==> config.mk <==
export PLATFORM = sky130hd
export DESIGN_NAME = ex_stage
export DESIGN_NICKNAME = d
export VERILOG_FILES = /design/src/rtl/ex_stage.sv
export SDC_FILE = /design/constraint.sdc
export NUM_CORES = 1
export LEC_CHECK = 0
export ABC_AREA = 1
export BUFFER_PORTS_ARGS = -buffer_cell sky130_fd_sc_hd__buf_2
export CAP_MARGIN = 20
export CORE_UTILIZATION = 60
export DETAILED_ROUTE_END_ITERATION = 10
export GPL_TIMING_DRIVEN = 0
export PLACE_DENSITY = 0.82
export SLEW_MARGIN = 30
export SYNTH_ARGS = -nofsm -noshare
export SYNTH_HDL_FRONTEND = slang
export SYNTH_SLANG_ARGS = --single-unit
export TNS_END_PERCENT = 30
==> constraint.sdc <==
create_clock -name CLOCK -period 4 [get_ports CLOCK]
set_input_delay 0.4 -clock CLOCK [delete_from_list [all_inputs] [get_ports CLOCK]]
set_output_delay 0.4 -clock CLOCK [all_outputs]
set_load 0.005 [all_outputs]
==> src/rtl/ex_stage.sv <==
// Execute stage: forwarding mux, single-cycle ALU, and a 16-cycle shift-add multiplier.
// Latency 1 for ALU ops, 17 edges for MUL; out_stall holds buf2 while the multiplier runs.
module ex_stage (
  input  logic        CLOCK,
  input  logic        in_rst,
  input  logic        in_valid_buf2,
  input  logic [15:0] in_instr_buf2,
  input  logic [15:0] in_op1_buf2,
  input  logic [15:0] in_op2_buf2,
  input  logic [1:0]  in_cntrl_m2,
  input  logic [1:0]  in_cntrl_m3,
  input  logic [15:0] in_wb_data,
  input  logic [15:0] in_mem_data,
  input  logic        in_flush,
  output logic [15:0] out_alu_out_buf3,
  output logic [15:0] out_instr_buf3,
  output logic        out_valid_buf3,
  output logic        out_zero_buf3,
  output logic        out_stall
);

  localparam logic [3:0] OP_ADD = 4'b0000, OP_SUB = 4'b0001, OP_AND = 4'b0010,
                         OP_OR  = 4'b0011, OP_XOR = 4'b0100, OP_SLL = 4'b0101,
                         OP_SRL = 4'b0110, OP_MUL = 4'b0111, OP_LD  = 4'b1100,
                         OP_ST  = 4'b1101;

  typedef enum logic {IDLE, MUL} state_t;

  state_t      state;
  logic [15:0] op_a, op_b, alu_res;
  logic [15:0] mul_a, mul_b, acc, acc_next;
  logic [15:0] mul_instr;
  logic [3:0]  cnt;
  logic [3:0]  opcode;

  function automatic logic [15:0] fwd(input logic [1:0] sel, input logic [15:0] rf,
                                      input logic [15:0] wb, input logic [15:0] mem,
                                      input logic [15:0] buf3);
    case (sel)
      2'b11:   fwd = rf;
      2'b01:   fwd = wb;
      2'b00:   fwd = mem;
      default: fwd = buf3;
    endcase
  endfunction

  assign opcode = in_instr_buf2[15:12];
  assign op_a   = fwd(in_cntrl_m2, in_op1_buf2, in_wb_data, in_mem_data, out_alu_out_buf3);
  assign op_b   = fwd(in_cntrl_m3, in_op2_buf2, in_wb_data, in_mem_data, out_alu_out_buf3);

  always_comb begin
    alu_res = 16'h0000;
    case (opcode)
      OP_ADD, OP_LD, OP_ST: alu_res = op_a + op_b;
      OP_SUB:               alu_res = op_a - op_b;
      OP_AND:               alu_res = op_a & op_b;
      OP_OR:                alu_res = op_a | op_b;
      OP_XOR:               alu_res = op_a ^ op_b;
      OP_SLL:               alu_res = op_a << op_b[3:0];
      OP_SRL:               alu_res = op_a >> op_b[3:0];
      default:              alu_res = 16'h0000;
    endcase
  end

  // One multiplier bit per edge, LSB first; mul_a is pre-shifted so only the low bit of mul_b matters.
  assign acc_next  = acc + (mul_b[0] ? mul_a : 16'h0000);
  assign out_stall = (state == MUL);

  always_ff @(posedge CLOCK) begin
    if (in_rst) begin
      state            <= IDLE;
      cnt              <= 4'd0;
      acc              <= 16'h0000;
      mul_a            <= 16'h0000;
      mul_b            <= 16'h0000;
      mul_instr        <= 16'h0000;
      out_alu_out_buf3 <= 16'h0000;
      out_instr_buf3   <= 16'h0000;
      out_valid_buf3   <= 1'b0;
      out_zero_buf3    <= 1'b0;
    end else if (in_flush) begin
      state          <= IDLE;
      out_valid_buf3 <= 1'b0;
    end else if (state == IDLE) begin
      if (!in_valid_buf2) begin
        out_valid_buf3 <= 1'b0;
      end else if (opcode == OP_MUL) begin
        mul_a          <= op_a;
        mul_b          <= op_b;
        mul_instr      <= in_instr_buf2;
        acc            <= 16'h0000;
        cnt            <= 4'd0;
        out_valid_buf3 <= 1'b0;
        state          <= MUL;
      end else begin
        out_alu_out_buf3 <= alu_res;
        out_instr_buf3   <= in_instr_buf2;
        out_valid_buf3   <= 1'b1;
        out_zero_buf3    <= (alu_res == 16'h0000);
      end
    end else begin
      acc   <= acc_next;
      mul_a <= mul_a << 1;
      mul_b <= mul_b >> 1;
      cnt   <= cnt + 4'd1;
      if (cnt == 4'd15) begin
        out_alu_out_buf3 <= acc_next;
        out_instr_buf3   <= mul_instr;
        out_valid_buf3   <= 1'b1;
        out_zero_buf3    <= (acc_next == 16'h0000);
        state            <= IDLE;
      end else begin
        out_valid_buf3 <= 1'b0;
      end
    end
  end

endmodule

==> results of run 1 <==
## worst min-delay path, cell delays in order
cell	delay [ns]
buf_2	0.09
nand2_1	0.08
o31ai_1	0.07
## Yosys cell counts, drive strengths merged, types with 2 or more instances
cell type and number:
a211oi 2, a21boi 2, a21o 4, a21oi 108, a221oi 10, a31oi 28, buf 34, clkbuf 46
clkinv 5, dfxtp 103, fa 2, ha 67, inv 146, nand2 400, nand3 255, nand4 13
nor2 99, nor3 10, o211ai 10, o21ai 133, o21bai 4, o31ai 13, or2 6, xnor2 7
xor2 24
## logic make-up after synthesis
family                   share of synthesized area (%)
AND/OR/NAND/NOR                                   36.7
XOR/XNOR                                          2.91
buffers and inverters                             10.1
AO/OA/AOI/OAI                                     18.8
adder cells (fa/ha/maj)                           9.41
flip-flops                                        22.1
## final cells by class
class,count,area (µm²),area share (%)
plain buffers,80,387,3.65
flip-flops and latches,103,2060,19.5
inverters,151,567,5.35
multi-input cells,1201,6390,60.4
clock inverters,7,76.3,0.721
well taps,188,235,2.22
clock buffers,9,225,2.13
repair buffers,126,646,6.10
## registers in the layout, indices dropped and copies added, names as in the netlist
name	count
acc	16
mul_instr	16
out_instr_buf3	16
mul_a	16
mul_b	16
out_valid_buf3	1
out_stall	1
out_zero_buf3	1
out_alu_out_buf3	16
cnt	4
## per-stage QoR
| stage | total power, W | worst slack (ns) | utilization (%) |
|---|---|---|---|
| finish | 0.00325 | 0.159 | 69.7 |
| global route | 0.00339 | -0.0290 | 69.7 |
| CTS | 0.00316 | 0.0337 | 68.9 |
| detailed placement | 0.00231 | -0.265 | 66.9 |
| global placement | 0.00229 | -0.220 | 66.9 |
| floorplan | 0.00191 | 0.511 | - |
## path summary, 6_finish.rpt
kind | slack (ns) | start | endpoint | cells past startpoint
max reg2reg | 0.16 | out_alu_out_buf3[0]$_SDFFE_PP0P_ | out_zero_buf3$_SDFFE_PP0P_ | 19
max | 0.16 | out_alu_out_buf3[0]$_SDFFE_PP0P_ | out_zero_buf3$_SDFFE_PP0P_ | 19
min | 0.34 | in_instr_buf2[11] | mul_instr[11]$_SDFFE_PP0P_ | 3
min reg2reg | 0.45 | mul_instr[15]$_SDFFE_PP0P_ | mul_instr[15]$_SDFFE_PP0P_ | 2
## report_power, final
part / internal, W / switching (W)
Clock: 0.000441 / 0.000436
Sequential: 0.00106 / 0.0000277
Combinational: 0.000410 / 0.000883
## metal layers
| metal | global-route usage (%) | wire, µm | vias up |
|---|---|---|---|
| met3 | 8.14 | 3780 | 224 |
| li1 | - | - | 5427 |
| met2 | 73.6 | 16600 | 837 |
| met1 | 54.4 | 14000 | 5309 |
| met5 | 0 | 0 | - |
| met4 | 32.4 | 2740 | 0 |
## what timing repair did
| action | 4_1_cts | 5_1_grt |
|---|---|---|
| buffers inserted | 0 | 6 |
| resized for setup | 0 | 26 |
| endpoints found under the setup margin | 0 | 5 |
| hold endpoints to repair | 0 | 0 |
==> results.cfg, run 1 <==
[status]
outcome = finished clean

[sta]
period_minus_slack_ns = 3.84
fin_hold_ws_ns = 0.335
finClkSkew_ns = 0.0116
worstMarginPinSlew_ns = 0.912
finalSetupTns_ns = 0
setup_viol = 0
finalHoldViolations = 0
drv_slew = 0
final.period_utilization_pct = 96.0
max_slew_margin_pct = 38.9
fmax_mhz = 260

[cts]
cts_root_buf = clkbuf_16
clkTransAtPathRegs_ns = 0.08
cts_tree = done
numCtsBuffers = 9
clk-insertion-delay-late_ns = 0.36
cts_htree_levels = 3
cts_sinks = 103
cts_hold_buf = 0
cts_buffer_depth = 2

[finish]
antennaDiodeCount = 0
drive_gt1_share_pct = 13.4
fillers = 1314
final_cell_mix = 389 x nand2_1, 250 x nand3_1, 135 x buf_2
fin_area_um2 = 10600
final_nets = 1829
syn_to_final_growth_pct = 13.5
final_common_cell = nand2_1
instances_no_fill = 1865

[global_routing]
grt_pass1_wl_um = 56300
antenna_found_initial = 0
grt_pass1_vias = 10700
grtUsageTotal_pct = 45.4
grt_max_degree = 21
grt_overflow = 0

[pwr]
total_leakage_power_nw = 5.41
ir_drop_mv = 0.346
p_per_area_nw_per_um2 = 307

[die]
die_h_um = 127
num_io_pins = 123
start_util_pct = 61.4
fp.dieW_um = 127
core-area_um2 = 15200
rows = 45
die_area_um2 = 16100

[yosys]
ys.flop_type = dfxtp_1
synth-seq-cells = 103
synth_seq_area_share_pct = 22.1
synth_nets = 1692
synth_top_cell_area_share_pct = 22.1
yosys-top-cells-area = dfxtp_1 22%, nand2_1 16%, nand3_1 14%, ha_1 9.0%, o21ai_0 6.9%
synth.distinct_cells = 43
synth_cells = 1535
synth_area_per_cell_um2 = 6.08
synth_edf_count = 0
synth_warnings = 0
async_flop_share_pct = 0
syn_area_um2 = 9330
synth_top_area_cell = dfxtp_1

[placement]
port_buffers = 120
dp_hpwl_um = 28700
dp.cells = 1843
place_area_um2 = 10200
place.gp.congestion = 1.03

[drt]
wire_per_inst_um = 19.9
antenna_left = 0
drt_iter0_markers = 1699
wl_um = 37100
drt_pass1_iterations = 6
via_count = 11800
drcViolationCount = 0
via_per_inst = 6.33

[worst_setup_path]
cp_max_fo = 11
crit_path_max_incr_delay_ns = 0.47
required_ns = 4.30
end_kind = flip-flop
path_delay_family = simple AND/OR/NAND/NOR gates
startpoint_type = flip-flop
cp_cell_sequence = nand3_2 > nand4_2 > buf_2 > nand2_1 > xor2_1 > fa_1 > or2_2 > nand3_1 > o2111a_1 > o21ai_0 > inv_1 > nand3_1 > nor2_1 > nand2_1 > nor2_1 > nand4_1 > nand3_1 > nand2_1 > inv_1
worst_path_max_delay_cell = dfxtp_1
cp.arrival_ns = 4.15
crit_type = flip-flop to flip-flop
worst-path-buf-inv = 3

[hold_path]
hp-class = input port to flip-flop

[flow_run]
drv_cap = 0
Power figures use the tool's default switching activity.
==> inputs of run 2 (changes only) <==
ABC_AREA = unset   (was 1)
PLACE_DENSITY = 0.83   (was 0.82)
==> run 2 against run 1 <==
The run now ends with negative setup slack left. Sequential share of layout area down 0.69 points. Global-route usage down 0.61 points. Clock skew up 0.0035 ns. Area after synthesis down 1.4%. Die area down 1.4%. Critical path type unchanged.
==> results.cfg, run 2 <==
[cts]
cts_htree_levels = 3
cts_buffer_depth = 2
cts_root_buf = clkbuf_16
clkTransAtPathRegs_ns = 0.09
numCtsBuffers = 9
cts_tree = done
clk-insertion-delay-late_ns = 0.36
cts_hold_buf = 0
cts_sinks = 103

[global_routing]
grt_pass1_vias = 9738
grt_max_degree = 21
antenna_found_initial = 0
grtUsageTotal_pct = 44.7
grt_pass1_wl_um = 54100
grt_overflow = 0

[worst_setup_path]
reg2reg_from = out_alu_out_buf3[1]$_SDFFE_PP0P_
r2r_cells = 15
cp.arrival_ns = 4.58
cp_max_fo = 4
required_ns = 4.30
startpoint_type = flip-flop
crit_type = flip-flop to flip-flop
cp_cell_sequence = mux4_2 > or3_4 > or3_4 > nor2_4 > a21oi_2 > xnor2_2 > buf_4 > ha_1 > and3_1 > a211o_1 > xor2_1 > a211oi_2 > nand2_1 > nor4_2 > a31o_1
end_kind = flip-flop
crit_path_max_incr_delay_ns = 0.51
worst_path_max_delay_cell = mux4_2
cp_common_cell = or3_4
worstSetupStartpoint = out_alu_out_buf3[1]$_SDFFE_PP0P_

[status]
violations = negative setup slack
outcome = finished with violations

[finish]
fin_area_um2 = 11000
final_cell_mix = 152 x nand2_1, 121 x buf_2, 120 x nor2_1
final_nets = 1462
fillers = 1112
final_common_cell = nand2_1
syn_to_final_growth_pct = 19.8
drive_gt1_share_pct = 23.6
instances_no_fill = 1494
antennaDiodeCount = 0
utilization_pct = 74.7

[yosys]
synth_most_common_cell = nand2_1
yosys-top-cells-area = dfxtp_1 22%, ha_1 9.1%, mux4_2 7.8%, mux2i_1 6.7%, nand2_1 6.4%
synth_top_cell_area_share_pct = 22.4
synth_edf_count = 0
synth_seq_area_share_pct = 22.4
async_flop_share_pct = 0
synthSimpleGateAreaFrac_pct = 22.1
synth_nets = 1301
synth_area_per_cell_um2 = 8.04
synthAdderAreaFrac_pct = 9.55
synth_compound_area_share_pct = 21.3
synth_cells = 1144
synthXorXnorAreaFrac_pct = 4.00
synth_mux_area_share_pct = 15.1
synth-seq-cells = 103
synth_top_area_cell = dfxtp_1
ys.flop_type = dfxtp_1
synth_top_family_by_area = simple AND/OR/NAND/NOR gates
synth_warnings = 0
synth.distinct_cells = 79
synth_common_cells = 156 x nand2_1, 126 x nor2_1, 103 x dfxtp_1
syn_area_um2 = 9200

[drt]
wl_um = 36200
drcViolationCount = 0
drt_iter0_markers = 1600
wire_per_inst_um = 24.2
via_count = 10500
antenna_left = 0
via_per_inst = 7.02
drt_pass1_iterations = 6

[die]
rows = 44
core-area_um2 = 14800
die_h_um = 126
num_io_pins = 123
fp.dieW_um = 126
die_area_um2 = 15800
start_util_pct = 62.3

[placement]
port_buffers = 117
place_area_um2 = 10100
dp.cells = 1447
dp_hpwl_um = 26600
place.gp.congestion = 1.04

[sta]
worstMarginPinSlew_ns = 1.01
fmax_mhz = 234
max_slew_margin_pct = 31.9
period_minus_slack_ns = 4.28
rsz0062_at_grt = true
setup_viol = 9
setup_slack_ns = -0.282
drv_slew = 0
final.period_utilization_pct = 107
finalHoldViolations = 0
finalSetupTns_ns = -1.43
finClkSkew_ns = 0.0151

[pwr]
p_sw_share_pct = 39.1
power_frac_seq_pct = 30.6
power_w = 0.00352
power_frac_clock_pct = 25.9
internal_power_w = 0.00214
power.combinational.fraction_pct = 43.6
total_leakage_power_nw = 4.58
p_per_area_nw_per_um2 = 320
p_switching_w = 0.00138
ir_drop_mv = 0.310

[hold_path]
min_from = in_instr_buf2[10]
min_path_cells = 3
hp-class = input port to flip-flop

[flow_run]
drv_cap = 0
[run 2: changes by cell type after synthesis, sizes merged, moves of 22 or more]
cell | before | now
mux4 | 0 | 32
nand3 | 255 | 11
and2 | 0 | 22
nor2 | 99 | 126
xnor2 | 7 | 30
inv | 146 | 41
mux2i | 0 | 63
a21oi | 108 | 49
o21ai | 133 | 58
nand2 | 400 | 156
a311oi | 0 | 42
[run 2: timing repair]
item,in CTS,in global routing
buffers inserted,20,23
hold endpoints to repair,0,0
pin swaps,41,37
setup endpoints to repair,14,10
gates resized for setup,59,49
[run 2: cell type report]
class,count,area [µm²],share of cell area [%]
Clock inverter,6,67.6,0.613
Timing Repair Buffer,162,936,8.50
Tap cell,184,230,2.09
Sequential cell,103,2070,18.8
Clock buffer,10,239,2.17
Multi-Input combinational cell,921,6950,63.1
Inverter,42,163,1.48
Buffer,66,360,3.27
[run 2: metal layers]
metal / up-vias / routed length, µm / track usage, %
li1: 4535 / - / -
met1: 4942 / 13800 / 59.0
met2: 858 / 15200 / 66.3
met3: 152 / 5410 / 14.6
met4: 0 / 1770 / 20.8
met5: - / 0 / 0
[run 2: path summary, 6_finish.rpt]
kind / slack (ns) / end
hold reg to reg: 0.46 / mul_instr[7]$_SDFFE_PP0P_
setup / recovery: -0.28 / out_zero_buf3$_SDFFE_PP0P_
setup reg to reg: -0.28 / out_zero_buf3$_SDFFE_PP0P_
hold / removal: 0.31 / mul_instr[10]$_SDFFE_PP0P_
[run 2: metrics by stage]
step	hold WS [ns]	worst slack, ns
2_1_floorplan	0.425	-0.0893
3_3_place_gp	0.434	-1.17
3_5_place_dp	0.442	-1.17
4_1_cts	0.307	-0.384
5_1_grt	0.333	-0.369
6_report	0.306	-0.282
[run 2: worst max-delay path: cells and delay by family (launching register included)]
family	cells	cell delay, ns
adder cells (fa/ha/maj)	1	0.33
AND/OR/NAND/NOR	6	1.55
XOR/XNOR	2	0.36
buffers and inverters	1	0.15
multiplexers	1	0.51
flip-flops	1	0.35
AO/OA/AOI/OAI	4	0.96
[run 2: power groups by stage]
stage	Combinational (W)	Sequential, W	Clock [W]
after floorplan	0.000863	0.00110	0
after global placement	0.00124	0.00110	0
after detailed placement	0.00125	0.00110	0
after CTS	0.00137	0.00108	0.000908
after global routing	0.00161	0.00108	0.000953
final	0.00153	0.00108	0.000911
[run 2: logic make-up (layout without fill, tap and decap cells)]
logic type      Yosys count  in the layout
simple gates            432            432
compound gates          280            280
buf+inv                 120            286
flops                   103            103
mux                      98             98
fa+ha+maj                69             69
xor+xnor                 42             42
==> inputs of run 3 (changes only) <==
CORE_MARGIN = 1.5   (was unset)
REMOVE_ABC_BUFFERS = 1   (was unset)
SKIP_LAST_GASP = 1   (was unset)
==> run 3 against run 2 <==
The run still ends with negative setup slack left. Sequential power about the same. Count of clock-buffer cells in the layout unchanged. Global-route usage down 4.7 points. Clock skew down 0.0032 ns. Critical path type unchanged.
==> results.cfg, run 3 (synthesis gave the netlist of run 2 again) <==
[status]
outcome = finished with violations
violations = negative setup slack

[finish]
final_cell_mix = 155 x nand2_1, 123 x nor2_1, 120 x buf_2
drive_gt1_share_pct = 19.6
ff_latch_area_um2 = 2070
final_nets = 1382
final_common_cell = nand2_1
fillers = 1235
syn_to_final_growth_pct = 14.4
multi_input_area_um2 = 6880
utilization_pct = 69.7

[drt]
via_count = 9737
wire_per_inst_um = 22.6
drt_pass1_iterations = 6
drcViolationCount = 0
via_per_inst = 6.86
drt_iter0_markers = 1183
wl_um = 32100
antenna_left = 0

[placement]
port_buffers = 122
dp_hpwl_um = 22100
place.gp.congestion = 1.00

[worst_setup_path]
reg2reg_from = out_alu_out_buf3[3]$_SDFFE_PP0P_
worst_path_max_delay_cell = mux4_2
cp_common_cell = nand4_1
cp_max_fo = 11
end_kind = flip-flop
cp.arrival_ns = 4.85
r2r_end = out_zero_buf3$_SDFFE_PP0P_
crit_path_max_incr_delay_ns = 0.64
startpoint_type = flip-flop
rrSetupSlack_ns = -0.53
required_ns = 4.32
r2r_cells = 16
cp_cell_sequence = mux4_2 > nor3_1 > nand4b_4 > or3_4 > nand2_4 > xnor2_2 > ha_4 > a21bo_2 > mux2i_1 > a222oi_1 > o311a_1 > nand4_1 > a2111oi_2 > nand4_1 > nor4_2 > a31o_1
crit_type = flip-flop to flip-flop

[die]
die_h_um = 127
num_io_pins = 123
die_area_um2 = 16100
fp.dieW_um = 127
rows = 45
start_util_pct = 61.0
core-area_um2 = 15100

[hold_path]
min_path_cells = 3
whs_endpoint = mul_instr[10]$_SDFFE_PP0P_
min_from = in_instr_buf2[10]
hp-class = input port to flip-flop

[global_routing]
use_met1_pct = 50.9
antenna_found_initial = 1
grtUsageMet3_pct = 9.19
grt_pass1_wl_um = 50400
grt_pass1_vias = 9296
grtUsageTotal_pct = 40.1
grt_overflow = 0
use_met2_pct = 63.0
grt_max_degree = 79
top_usage_layer = met2

[pwr]
p_per_area_nw_per_um2 = 316
total_leakage_power_nw = 4.33
ir_drop_mv = 0.256
power_w = 0.00333

[sta]
finalHoldViolations = 0
setup_viol = 12
fin_hold_ws_ns = 0.295
fmax_mhz = 221
setup_slack_ns = -0.532
worstMarginPinSlew_ns = 1.00
final.period_utilization_pct = 113
finClkSkew_ns = 0.0119
max_slew_margin_pct = 32.4
rsz0062_at_grt = true
period_minus_slack_ns = 4.53
drv_slew = 0

[flow_run]
drv_cap = 0

[cts]
cts_htree_levels = 3
cts_buffer_depth = 2
cts_root_buf = clkbuf_16
cts_tree = done
cts_sinks = 103
clkTransAtPathRegs_ns = 0.08
clk-insertion-delay-late_ns = 0.37
numCtsBuffers = 9
[run 3: cell count changes in the layout (fill, tap and decap cells not counted), sizes merged, moves of 2 or more]
cell / delta
clkbuf: -49
buf: -35
mux4: +4
inv: -3
clkinv: +2
[run 3: area by class of cell]
class                   instances  area share (%)
diodes                          1          0.0238
clock buffers                  10            2.18
clock inverters                 6           0.737
inverters                      42            1.52
multi-input cells             925            65.4
flip-flops and latches        103            19.7
well taps                     188            2.24
repair buffers                144            8.23
[run 3: worst max path at each step]
stage	start	to	slack, ns	cells after the start
after detailed placement	in_cntrl_m3[0]	out_zero_buf3$_SDFFE_PP0P_	-1.99	17
final	out_alu_out_buf3[3]$_SDFFE_PP0P_	out_zero_buf3$_SDFFE_PP0P_	-0.53	16
after global placement	out_stall$_SDFF_PP0_	out_zero_buf3$_SDFFE_PP0P_	-3.20	8
after floorplan	out_stall$_SDFF_PP0_	out_zero_buf3$_SDFFE_PP0P_	-1.04	8
after CTS	out_alu_out_buf3[1]$_SDFFE_PP0P_	out_zero_buf3$_SDFFE_PP0P_	-0.40	16
after global routing	out_alu_out_buf3[1]$_SDFFE_PP0P_	out_zero_buf3$_SDFFE_PP0P_	-0.66	15
[run 3: timing repair]
action	CTS	global route
pin swaps	21	13
setup buffers	14	0
gates cloned	4	0
hold buffers	0	0
resized for setup	21	10
setup endpoints to repair	14	13
[run 3: per-layer routing]
layer,up-vias,share of wire (%)
met3,165,10
met2,616,44
li1,4393,-
met5,-,0
met4,0,6.4
met1,4563,39
[run 3: power breakdown]
part / leakage [nW] / internal [W] / switching (W)
Clock: 0.150 / 0.000496 / 0.000440
Sequential: 0.837 / 0.00105 / 0.0000225
Combinational: 3.35 / 0.000517 / 0.000801
Total: 4.33 / 0.00207 / 0.00126
[run 3: through the flow]
stage	TNS, ns	setup slack, ns	std cells	instance area, µm²
floorplan	-20.89	-1.04	1066	8850
global route	-4.30	-0.665	1418	10500
detailed placement	-18.12	-1.99	1384	9890
finish	-2.70	-0.532	1419	10500
global placement	-184.65	-3.20	1376	9700
CTS	-1.91	-0.403	1418	10500
[run 3: critical path: cells and delay by family, from the launching register on]
kind | cells | cell delay (ns)
AO/OA/AOI/OAI | 5 | 1.33
adder cells (fa/ha/maj) | 1 | 0.24
flip-flops | 1 | 0.37
multiplexers | 2 | 0.70
AND/OR/NAND/NOR | 7 | 1.69
XOR/XNOR | 1 | 0.14
